**src/rtl/mem_port_arbiter.sv**
```systemverilog
// Shares one single-ported memory bus between instruction fetch and the data (MEM) stage.
// Define MEM_TIMEOUT_EN to add a bus response timeout that pulses bus_err.
`timescale 1ns/1ps

module mem_port_arbiter #(
  parameter int unsigned TIMEOUT_CYCLES = 255
) (
  input  logic        clk,
  input  logic        rst,
  input  logic        i_req,
  input  logic [31:0] i_addr,
  output logic [31:0] i_rdata,
  output logic        i_ack,
  output logic        i_stall,
  input  logic        d_req,
  input  logic [3:0]  d_we,
  input  logic [31:0] d_addr,
  input  logic [31:0] d_wdata,
  output logic [31:0] d_rdata,
  output logic        d_ack,
  output logic        d_stall,
  output logic        mem_req,
  output logic [3:0]  mem_we,
  output logic [31:0] mem_addr,
  output logic [31:0] mem_wdata,
  input  logic [31:0] mem_rdata,
  input  logic        mem_ready,
  output logic        bus_err
);

  typedef enum logic [1:0] {IDLE, GRANT_D, GRANT_I} stateT;

  stateT state, stateNext;
  logic  starve;
  logic  iReqEff, dReqEff;
  logic  grantI, grantD, doneOk, doneTimeout, timeoutHit;

  // A requester being acknowledged this cycle has not yet had a chance to
  // present its next request, so it is masked out of arbitration.
  assign iReqEff = i_req & ~i_ack;
  assign dReqEff = d_req & ~d_ack;

  assign i_stall = i_req & ~i_ack;
  assign d_stall = d_req & ~d_ack;

`ifdef MEM_TIMEOUT_EN
  localparam logic [7:0] TimeoutLimit = 8'(TIMEOUT_CYCLES);

  logic [7:0] waitCount;

  assign timeoutHit = (waitCount == TimeoutLimit);

  always_ff @(posedge clk or negedge rst) begin
    if (!rst) begin
      waitCount <= 8'd0;
    end else if (grantI || grantD) begin
      waitCount <= 8'd0;
    end else if (state != IDLE && !mem_ready && !timeoutHit) begin
      waitCount <= waitCount + 8'd1;
    end
  end

  always_ff @(posedge clk or negedge rst) begin
    if (!rst) begin
      bus_err <= 1'b0;
    end else begin
      bus_err <= doneTimeout;
    end
  end
`else
  logic [7:0] unusedTimeout;

  assign unusedTimeout = 8'(TIMEOUT_CYCLES);
  assign timeoutHit    = 1'b0;
  assign bus_err       = 1'b0;
`endif

  always_ff @(posedge clk or negedge rst) begin
    if (!rst) begin
      state <= IDLE;
    end else begin
      state <= stateNext;
    end
  end

  // Starve gives fetch precedence once after a data transfer finished while fetch waited.
  always_comb begin
    stateNext   = state;
    grantI      = 1'b0;
    grantD      = 1'b0;
    doneOk      = 1'b0;
    doneTimeout = 1'b0;
    case (state)
      IDLE: begin
        if (starve && iReqEff) begin
          grantI    = 1'b1;
          stateNext = GRANT_I;
        end else if (dReqEff) begin
          grantD    = 1'b1;
          stateNext = GRANT_D;
        end else if (iReqEff) begin
          grantI    = 1'b1;
          stateNext = GRANT_I;
        end
      end
      GRANT_D, GRANT_I: begin
        if (mem_ready) begin
          doneOk    = 1'b1;
          stateNext = IDLE;
        end else if (timeoutHit) begin
          doneTimeout = 1'b1;
          stateNext   = IDLE;
        end
      end
      default: stateNext = IDLE;
    endcase
  end

  // Bus registers, acknowledge pulses and returned read data.
  always_ff @(posedge clk or negedge rst) begin
    if (!rst) begin
      mem_req   <= 1'b0;
      mem_we    <= 4'b0000;
      mem_addr  <= 32'h0;
      mem_wdata <= 32'h0;
      i_ack     <= 1'b0;
      d_ack     <= 1'b0;
      i_rdata   <= 32'h0;
      d_rdata   <= 32'h0;
      starve    <= 1'b0;
    end else begin
      i_ack <= 1'b0;
      d_ack <= 1'b0;
      if (grantD) begin
        mem_req   <= 1'b1;
        mem_we    <= d_we;
        mem_addr  <= d_addr;
        mem_wdata <= d_wdata;
      end else if (grantI) begin
        mem_req  <= 1'b1;
        mem_we   <= 4'b0000;
        mem_addr <= i_addr;
      end
      if (doneOk || doneTimeout) begin
        mem_req <= 1'b0;
        if (state == GRANT_D) begin
          d_ack   <= 1'b1;
          d_rdata <= doneOk ? mem_rdata : 32'h0;
        end else begin
          i_ack   <= 1'b1;
          i_rdata <= doneOk ? mem_rdata : 32'h0;
        end
      end
      if (grantI) begin
        starve <= 1'b0;
      end else if (state == GRANT_D && (doneOk || doneTimeout) && i_req) begin
        starve <= 1'b1;
      end
    end
  end

endmodule
```
**config.mk**
```make
export PLATFORM = sky130hd
export DESIGN_NAME = mem_port_arbiter
export DESIGN_NICKNAME = d
export VERILOG_FILES = /design/src/rtl/mem_port_arbiter.sv
export SDC_FILE = /design/constraint.sdc
export NUM_CORES = 1
export LEC_CHECK = 0
export CAP_MARGIN = 20
export CORE_MARGIN = 4
export CORE_UTILIZATION = 45
export DETAILED_ROUTE_END_ITERATION = 7
export PLACE_DENSITY = 0.87
export SYNTH_ARGS = -nofsm -noshare
export SYNTH_HDL_FRONTEND = slang
export SYNTH_SLANG_ARGS = --single-unit
```
**constraint.sdc**
```tcl
create_clock -name clk -period 3.44 [get_ports clk]
set_input_delay 0.516 -clock clk [delete_from_list [all_inputs] [get_ports clk]]
set_output_delay 0.516 -clock clk [all_outputs]
set_load 0.005 [all_outputs]
```
==> flow_metrics.env, run 1 <==
export IMPL_synth_cell_types=29
export IMPL_io_buffers=273
export IMPL_ant_nets=0
export IMPL_switchingPower_w=0.00264
export IMPL_irDropWorstVdd_mv=0.662
export IMPL_cts_tree="yes"
export IMPL_p_leak_nw=4.03
export IMPL_critPathMaxFanout=39
export IMPL_die_y_um=122
export IMPL_io_pins=275
export IMPL_crit_path_top_delay_cell="nand3b_1"
export IMPL_synth_nets=570
export IMPL_first_pass_iters=4
export IMPL_crit_family="simple AND/OR/NAND/NOR gates"
export IMPL_fin_skew_ns=0.00702
export IMPL_cp_start_kind="register"
export IMPL_global_route_usage_met3=0.107
export IMPL_grt_met2_usage=0.396
export IMPL_coreArea_um2=12700
export IMPL_yosys_warnings=0
export IMPL_wl_per_cell_um=20.1
export IMPL_clock_latency_ns=0.41
export IMPL_antenna_diode_count=0
export IMPL_rsz0062_at_grt="false"
export IMPL_end_kind="register"
export IMPL_num_nets_final=835
export IMPL_synthArstFlopShare=1.00
export IMPL_synth_most_common_cell="dfrtp_1"
export IMPL_hold_buffers=0
export IMPL_clkPwrFrac=0.224
export IMPL_hpwlAfterDp_um=12800
export IMPL_wirelength_um=17700
export IMPL_arrival_ns=2.77
export IMPL_synthFlopType="dfrtp_1"
export IMPL_drc=0
export IMPL_critPathRequiredTime_ns=3.77
export IMPL_placementRows=41
export IMPL_placed_cells=849
export IMPL_ys_ff_latch=138
export IMPL_stdcell_count=880
export IMPL_status="finished, final reports clean"
export IMPL_via_count=4701
export IMPL_fillers=795
export IMPL_hold_class="in2async"
export IMPL_grt_pass1_wl_um=27400
export IMPL_syn_inst=431
export IMPL_cts_htree_levels=4
export IMPL_internal_power_w=0.00642
export IMPL_maxCapViolCount=0
export IMPL_path_class="reg2reg"
export IMPL_clkSinkCount=138
export IMPL_grt_pass1_vias=5136
export IMPL_initial_core_util=0.463
export IMPL_cts_buffers=17
export IMPL_power_density_nw_per_um2=965
export IMPL_fin_util=0.741
export IMPL_finalHoldViolations=0
export IMPL_path_clk_slew_ns=0.06
export IMPL_synth_seq_area_share=0.588
export IMPL_antenna_found_initial=0
export IMPL_fin_setup_tns_ns=0
export IMPL_post_cts_setup_buffer_count=0
export IMPL_top_usage_layer="met2"
export IMPL_cpPeakStageDelay_ns=0.65
export IMPL_sw_frac_of_total=0.291
export IMPL_worst_pin_slew_ns=0.941
export IMPL_yosysTopAreaCell="dfrtp_1"
export IMPL_synthDominantCellAreaShare=0.588
export IMPL_seqPwrFrac=0.324
export IMPL_netlist_area_um2=5870
export IMPL_track_usage=0.240
export IMPL_setup_viol=0
export IMPL_place_area_um2=8730
export IMPL_slew_violations=0
export IMPL_gp_congestion=0.776
export IMPL_finalPower_w=0.00906
export IMPL_cts_resized=0
export IMPL_combPwrFrac=0.453
export IMPL_drive_above_1_share=0.195
export IMPL_slew_headroom=0.370
export IMPL_clockBufferDepth=2
export IMPL_fp_dieW_um=122
export IMPL_period_minus_slack_ns=2.44
export IMPL_fmax_mhz=410
export IMPL_overflow=0
export IMPL_routed_via_density=5.34
export IMPL_cts_root_buffer_cell="clkbuf_16"
export IMPL_synth_common_cells="dfrtp_1 (138), mux2_2 (79), inv_1 (37)"
export IMPL_use_met1=0.273
export IMPL_cp_cell_sequence="inv_1 > ha_1 > nand3b_1 > buf_4 > o32a_1 > a2bb2oi_1"
export IMPL_synth_area_leaders="dfrtp_1 (59%), mux2_2 (15%), o32a_1 (5.5%), a2bb2oi_1 (4.8%), mux2_4 (4.3%)"
export IMPL_crit_buf_inv=2
export IMPL_synth_edf_count=0
export IMPL_drt_iter0_markers=303
export IMPL_die_area_um2=14900
export IMPL_syn_avg_cell_area_um2=13.6
export IMPL_finish_instance_area_um2=9390
export IMPL_post_route_period_util=0.710
export IMPL_grt_start_max_net_pins=81
export IMPL_syn_to_final_growth_pct=60.0
[worst paths after layout]
kind | cells after the start | endpoint | slack (ns) | startpoint
worst max-delay path | 6 | mem_addr[5]$_DFFE_PN0P_ | 1.0 | state[1]$_DFFE_PN0P_
worst min-delay path | 1 | i_rdata[21]$_DFFE_PN0P_ | 0.12 | rst
worst max register to register | 6 | mem_addr[5]$_DFFE_PN0P_ | 1.0 | state[1]$_DFFE_PN0P_
worst min register to register | 1 | mem_wdata[13]$_DFFE_PN0N_ | 0.51 | mem_wdata[13]$_DFFE_PN0N_
max in group asynchronous | 2 | mem_addr[24]$_DFFE_PN0P_ | 2.50 | rst
min in group clk | 1 | mem_wdata[13]$_DFFE_PN0N_ | 0.51 | mem_wdata[13]$_DFFE_PN0N_
[layout by cell type (no fill, tap or decap), types with 2 or more instances in the layout]
cell type	instances
nor2_1	3
a22o_1	4
a21oi_1	3
a2bb2oi_1	32
mux2_2	79
o32a_1	32
buf_4	6
clkinv_4	2
o21ai_0	33
buf_12	2
mux2_4	17
bufinv_16	5
clkbuf_16	17
nand3b_1	2
or2_2	2
nand2b_1	2
clkdlybuf4s50_1	272
ha_1	2
dfrtp_1	138
clkbuf_8	3
inv_1	37
[stage by stage]
step | hold WS (ns) | setup slack [ns]
global placement | 0.485 | 0.853
CTS | 0.143 | 1.05
floorplan | 0.220 | 1.59
finish | 0.124 | 0.999
global route | 0.170 | 0.807
detailed placement | 0.485 | 0.735
[kinds of logic (layout without fill, tap and decap cells)]
kind of cell	after synthesis	in the layout	synth area share
mux	96	96	0.195
fa+ha+maj	2	2	0.00426
flops	138	138	0.588
other cells	1	1	0.000639
compound gates	107	107	0.143
simple gates	14	14	0.0141
buf+inv	73	350	0.0544
[layer usage]
metal | up-vias | share of wire
met5 | - | 0
met3 | 41 | 0.11
met2 | 250 | 0.49
met4 | 0 | 0.031
met1 | 2314 | 0.37
li1 | 2096 | -
[registers in the layout (all words and copies together), names as in the netlist, 2 cells and up]
signal,count
mem_we,4
d_rdata,32
i_rdata,32
mem_wdata,32
mem_addr,32
state,2
[final cells by class]
type,instances,area [um^2],share of cell area
Tap cell,172,215,0.0229
Timing Repair Buffer,281,2820,0.300
Clock inverter,10,189,0.0201
Sequential cell,138,3450,0.368
Clock buffer,21,470,0.0501
Inverter,38,143,0.0152
Multi-Input combinational cell,220,2100,0.224
[power by group through the flow]
stage / Clock [W] / Combinational (W) / Sequential, W
after floorplan: 0 / 0.00182 / 0.00293
after global placement: 0 / 0.00398 / 0.00287
after detailed placement: 0 / 0.00411 / 0.00294
after CTS: 0.00206 / 0.00415 / 0.00294
after global routing: 0.00213 / 0.00442 / 0.00303
final: 0.00203 / 0.00410 / 0.00293
Note: power is estimated with default switching activity, not from simulation.
==> run 2, diff against run 1 <==
- CORE_UTILIZATION: 45 -> 37
- PLACE_DENSITY: 0.87 -> 0.76
- clock period: 3.44 -> 2.15 ns (I/O delays scaled with it)
==> flow_metrics.env, run 2 (synthesis gave the netlist of run 1 again) <==
export IMPL_status="finished, final reports clean"
export IMPL_syn_to_final_growth_pct=61.8
export IMPL_grt_pass1_wl_um=28100
export IMPL_fin_skew_ns=0.00840
export IMPL_critPathRequiredTime_ns=1.83
export IMPL_hpwlAfterDp_um=12900
export IMPL_post_cts_setup_buffer_count=0
export IMPL_finish_instance_area_um2=9490
export IMPL_maxCapViolCount=0
export IMPL_cp_cell_sequence="nand2b_1 > inv_1 > clkdlybuf4s50_1"
export IMPL_grt_pass1_vias=5143
export IMPL_end_kind="output pin"
export IMPL_crit_family="buffers and inverters"
export IMPL_drt_iter0_markers=167
export IMPL_cpPeakStageDelay_ns=0.52
export IMPL_grt_met2_usage=0.319
export IMPL_die_y_um=134
export IMPL_track_usage=0.199
export IMPL_path_class="reg2out"
export IMPL_clockBufferDepth=2
export IMPL_fillers=1178
export IMPL_dp_slack_ns=0.132
export IMPL_use_met1=0.233
export IMPL_first_pass_iters=4
export IMPL_global_route_usage_met3=0.106
export IMPL_fin_ws_ns=0.242
export IMPL_setup_viol=0
export IMPL_die_area_um2=17900
export IMPL_clock_latency_ns=0.41
export IMPL_finalHoldViolations=0
export IMPL_top_usage_layer="met2"
export IMPL_rsz0062_at_grt="false"
export IMPL_irDropWorstVdd_mv=0.889
export IMPL_routed_via_density=5.05
export IMPL_grt_start_max_net_pins=63
export IMPL_crit_path_top_delay_cell="clkdlybuf4s50_1"
export IMPL_crit_buf_inv=2
export IMPL_via_count=4679
export IMPL_power_density_nw_per_um2=1510
export IMPL_finalPower_w=0.0143
export IMPL_place_area_um2=8880
export IMPL_path_clk_slew_ns=0.06
export IMPL_gp_congestion=0.784
export IMPL_cts_root_buffer_cell="clkbuf_16"
export IMPL_overflow=0
export IMPL_cts_resized=0
export IMPL_cp_start_kind="register"
export IMPL_drive_above_1_share=0.200
export IMPL_cts_buffers=17
export IMPL_io_pins=275
export IMPL_num_nets_final=841
export IMPL_wirelength_um=17900
export IMPL_initial_core_util=0.382
export IMPL_cts_tree="yes"
export IMPL_fmax_mhz=524
export IMPL_most_common_layout_cells="clkdlybuf4s50_1 (272), dfrtp_1 (138), mux2_2 (79)"
export IMPL_fp_dieW_um=134
export IMPL_placementRows=45
export IMPL_wl_per_cell_um=19.3
export IMPL_antenna_found_initial=0
export IMPL_ant_nets=0
export IMPL_hold_class="in2async"
export IMPL_cts_htree_levels=4
export IMPL_drc=0
export IMPL_coreArea_um2=15400
export IMPL_antenna_diode_count=0
export IMPL_post_route_period_util=0.887
export IMPL_p_leak_nw=4.04
export IMPL_fin_setup_tns_ns=0
export IMPL_final_common_cell="clkdlybuf4s50_1"
export IMPL_arrival_ns=1.59
export IMPL_io_buffers=273
export IMPL_critPathMaxFanout=4
export IMPL_slew_violations=0
export IMPL_clkSinkCount=138
export IMPL_period_minus_slack_ns=1.91
-- run 2: cell types whose count changed in the layout (fill, tap and decap cells not counted) --
cell,previous run,this run
clkbuf_8,3,0
clkinv_4,2,4
buf_12,2,7
dlygate4sd3_1,0,1
clkinvlp_4,1,3
bufinv_16,5,3
clkbuf_1,1,2
inv_6,1,2
-- run 2: routing by layer --
layer	wire length (um)	vias up
met5	0	-
li1	-	2115
met1	6830	2299
met3	2250	20
met4	275	0
met2	8500	245
-- run 2: path summary, 6_finish.rpt --
path | depth (start not counted) | from | to | slack (ns)
max reg2reg | 6 | state[1]$_DFFE_PN0P_ | mem_wdata[18]$_DFFE_PN0N_ | 0.31
max | 3 | d_ack$_DFF_PN0_ | d_stall | 0.24
min reg2reg | 1 | mem_we[0]$_DFFE_PN0P_ | mem_we[0]$_DFFE_PN0P_ | 0.50
min | 2 | rst | i_rdata[21]$_DFFE_PN0P_ | 0.41
min in group clk | 2 | d_addr[29] | mem_addr[29]$_DFFE_PN0P_ | 0.49
max in group asynchronous | 3 | rst | i_rdata[0]$_DFFE_PN0P_ | 1.07
-- run 2: power breakdown --
group          total, W  switching [W]  internal (W)
combinational   0.00668        0.00240       0.00428
sequential      0.00467       0.000730       0.00394
clock           0.00298        0.00115       0.00184
total            0.0143        0.00427        0.0101
-- run 2: repair_timing --
item,CTS,global route
endpoints found under the setup margin,0,0
hold buffers,1,0
endpoints found under the hold margin,42,0
-- run 2: through the flow --
step	hold slack (ns)	instances	util
floorplan	0.0269	431	-
global placement	0.275	893	0.578
detailed placement	0.281	893	0.578
CTS	0.404	926	0.618
global route	0.436	926	0.618
finish	0.407	926	0.618
-- run 2: layout make-up --
| cell class | instances | area (um^2) | area share |
|---|---|---|---|
| inverters | 38 | 143 | 0.0150 |
| flip-flops and latches | 138 | 3450 | 0.364 |
| clock buffers | 19 | 433 | 0.0456 |
| clock inverters | 13 | 170 | 0.0179 |
| repair buffers | 287 | 2930 | 0.309 |
| multi-input cells | 220 | 2100 | 0.221 |
| well taps | 211 | 264 | 0.0278 |
==> run 3, diff against run 2 <==
- CORE_ASPECT_RATIO: unset -> 1.25
==> flow_metrics.env, run 3 (synthesis gave the netlist of run 1 again) <==
export IMPL_clkSinkCount=138
export IMPL_hold_class="in2async"
export IMPL_drive_above_1_share=0.196
export IMPL_dr_max_layer_used="met4"
export IMPL_fin_skew_ns=0.00875
export IMPL_io_pins=275
export IMPL_wl_met3_um=1590
export IMPL_cp_cell_sequence="nand2b_1 > inv_1 > clkdlybuf4s50_1"
export IMPL_die_y_um=149
export IMPL_critPathRequiredTime_ns=1.83
export IMPL_fp_dieW_um=121
export IMPL_wirelength_um=17500
export IMPL_period_minus_slack_ns=1.96
export IMPL_path_clk_slew_ns=0.06
export IMPL_arrival_ns=1.64
export IMPL_grt_start_max_net_pins=65
export IMPL_rsz0062_at_grt="false"
export IMPL_gp_congestion=0.816
export IMPL_critPathMaxFanout=4
export IMPL_io_buffers=273
export IMPL_track_usage=0.194
export IMPL_post_route_period_util=0.914
export IMPL_post_cts_setup_buffer_count=0
export IMPL_cp_num_cells=3
export IMPL_dp_slack_ns=0.132
export IMPL_power_density_nw_per_um2=1490
export IMPL_via_count=4646
export IMPL_wl_met2_um=8940
export IMPL_cts_buffers=17
export IMPL_die_area_um2=18000
export IMPL_irDropWorstVdd_mv=0.814
export IMPL_num_nets_final=841
export IMPL_coreArea_um2=15600
export IMPL_cpPeakStageDelay_ns=0.56
export IMPL_placementRows=51
export IMPL_initial_core_util=0.377
export IMPL_fin_util=0.606
export IMPL_status="finished, final reports clean"
export IMPL_cp_start_kind="register"
export IMPL_clockBufferDepth=2
export IMPL_clock_latency_ns=0.41
export IMPL_hpwlAfterDp_um=12900
export IMPL_p_leak_nw=4.02
export IMPL_antenna_found_initial=0
export IMPL_path_class="reg2out"
export IMPL_worstRegToRegCells=6
export IMPL_setup_viol=0
export IMPL_most_common_layout_cells="clkdlybuf4s50_1 (272), dfrtp_1 (138), mux2_2 (79)"
export IMPL_fmax_mhz=509
export IMPL_wl_per_cell_um=18.9
export IMPL_final_common_cell="clkdlybuf4s50_1"
export IMPL_syn_to_final_growth_pct=60.7
export IMPL_routed_via_density=5.02
export IMPL_ant_nets=0
export IMPL_crit_family="buffers and inverters"
export IMPL_crit_path_top_delay_cell="clkdlybuf4s50_1"
export IMPL_grt_pass1_vias=5230
export IMPL_drc=0
export IMPL_slew_violations=0
export IMPL_fin_ws_ns=0.186
export IMPL_rrSetupSlack_ns=0.29
export IMPL_grt_pass1_wl_um=27300
export IMPL_overflow=0
export IMPL_cts_root_buffer_cell="clkbuf_16"
export IMPL_finalHoldViolations=0
export IMPL_drt_iter0_markers=232
export IMPL_crit_buf_inv=2
export IMPL_end_kind="output pin"
export IMPL_first_pass_iters=4
export IMPL_wl_met1_um=6380
export IMPL_fin_setup_tns_ns=0
export IMPL_maxCapViolCount=0
export IMPL_antenna_diode_count=0
export IMPL_cts_tree="yes"
export IMPL_cts_htree_levels=4
[run 3: cell types whose count changed in the layout (fill, tap and decap cells not counted)]
cell	before	now
buf_4	6	8
clkinv_2	1	4
clkbuf_8	0	2
buf_12	7	5
inv_6	2	0
clkinv_4	4	0
bufinv_16	3	2
clkinvlp_4	3	2
clkbuf_1	2	4
[run 3: final timing paths]
check | from | to
max | i_ack$_DFF_PN0_ | i_stall
min reg2reg | mem_we[3]$_DFFE_PN0P_ | mem_we[3]$_DFFE_PN0P_
min in group clk | d_addr[0] | mem_addr[0]$_DFFE_PN0P_
max reg2reg | state[0]$_DFFE_PN0P_ | i_rdata[24]$_DFFE_PN0P_
min | rst | mem_addr[19]$_DFFE_PN0P_
max in group asynchronous | rst | mem_wdata[10]$_DFFE_PN0N_
[run 3: worst register-to-register path, cell delays in order (launching register included)]
cell     delay (ns)
dfrtp_1        0.36
inv_1          0.06
ha_1           0.32
nand2_1        0.12
or2_2          0.15
buf_4          0.35
mux2_2         0.40
[run 3: stage by stage]
| stage | cells | power [W] | cell area (um^2) | hold WS (ns) |
|---|---|---|---|---|
| 2_1_floorplan | 431 | 0.00761 | 5870 | 0.0269 |
| 3_3_place_gp | 894 | 0.0111 | 8860 | 0.293 |
| 3_5_place_dp | 894 | 0.0114 | 8860 | 0.296 |
| 4_1_cts | 926 | 0.0143 | 9430 | 0.424 |
| 5_1_grt | 926 | 0.0149 | 9430 | 0.469 |
| 6_report | 926 | 0.0141 | 9430 | 0.432 |
[run 3: layout make-up]
cell class	instances	area, um^2
Sequential cell	138	3450
Clock buffer	23	468
Timing Repair Buffer	287	2900
Tap cell	212	265
Inverter	38	143
Fill cell	1301	6140
Multi-Input combinational cell	220	2100
Clock inverter	8	95.1
[run 3: per-layer routing]
layer	track usage	up-vias
met3	0.0808	45
met4	0.0856	0
met1	0.208	2278
met2	0.334	215
met5	0	-
li1	-	2108
[run 3: repair_timing]
action                                  CTS  global route
resized for setup                         0             0
hold endpoints to repair                 45             0
endpoints found under the setup margin    0             0
hold buffers                              1             0
[run 3: report_power, final]
part | internal, W | switching [W]
Combinational | 0.00424 | 0.00238
Sequential | 0.00394 | 0.000720
Clock | 0.00175 | 0.00103
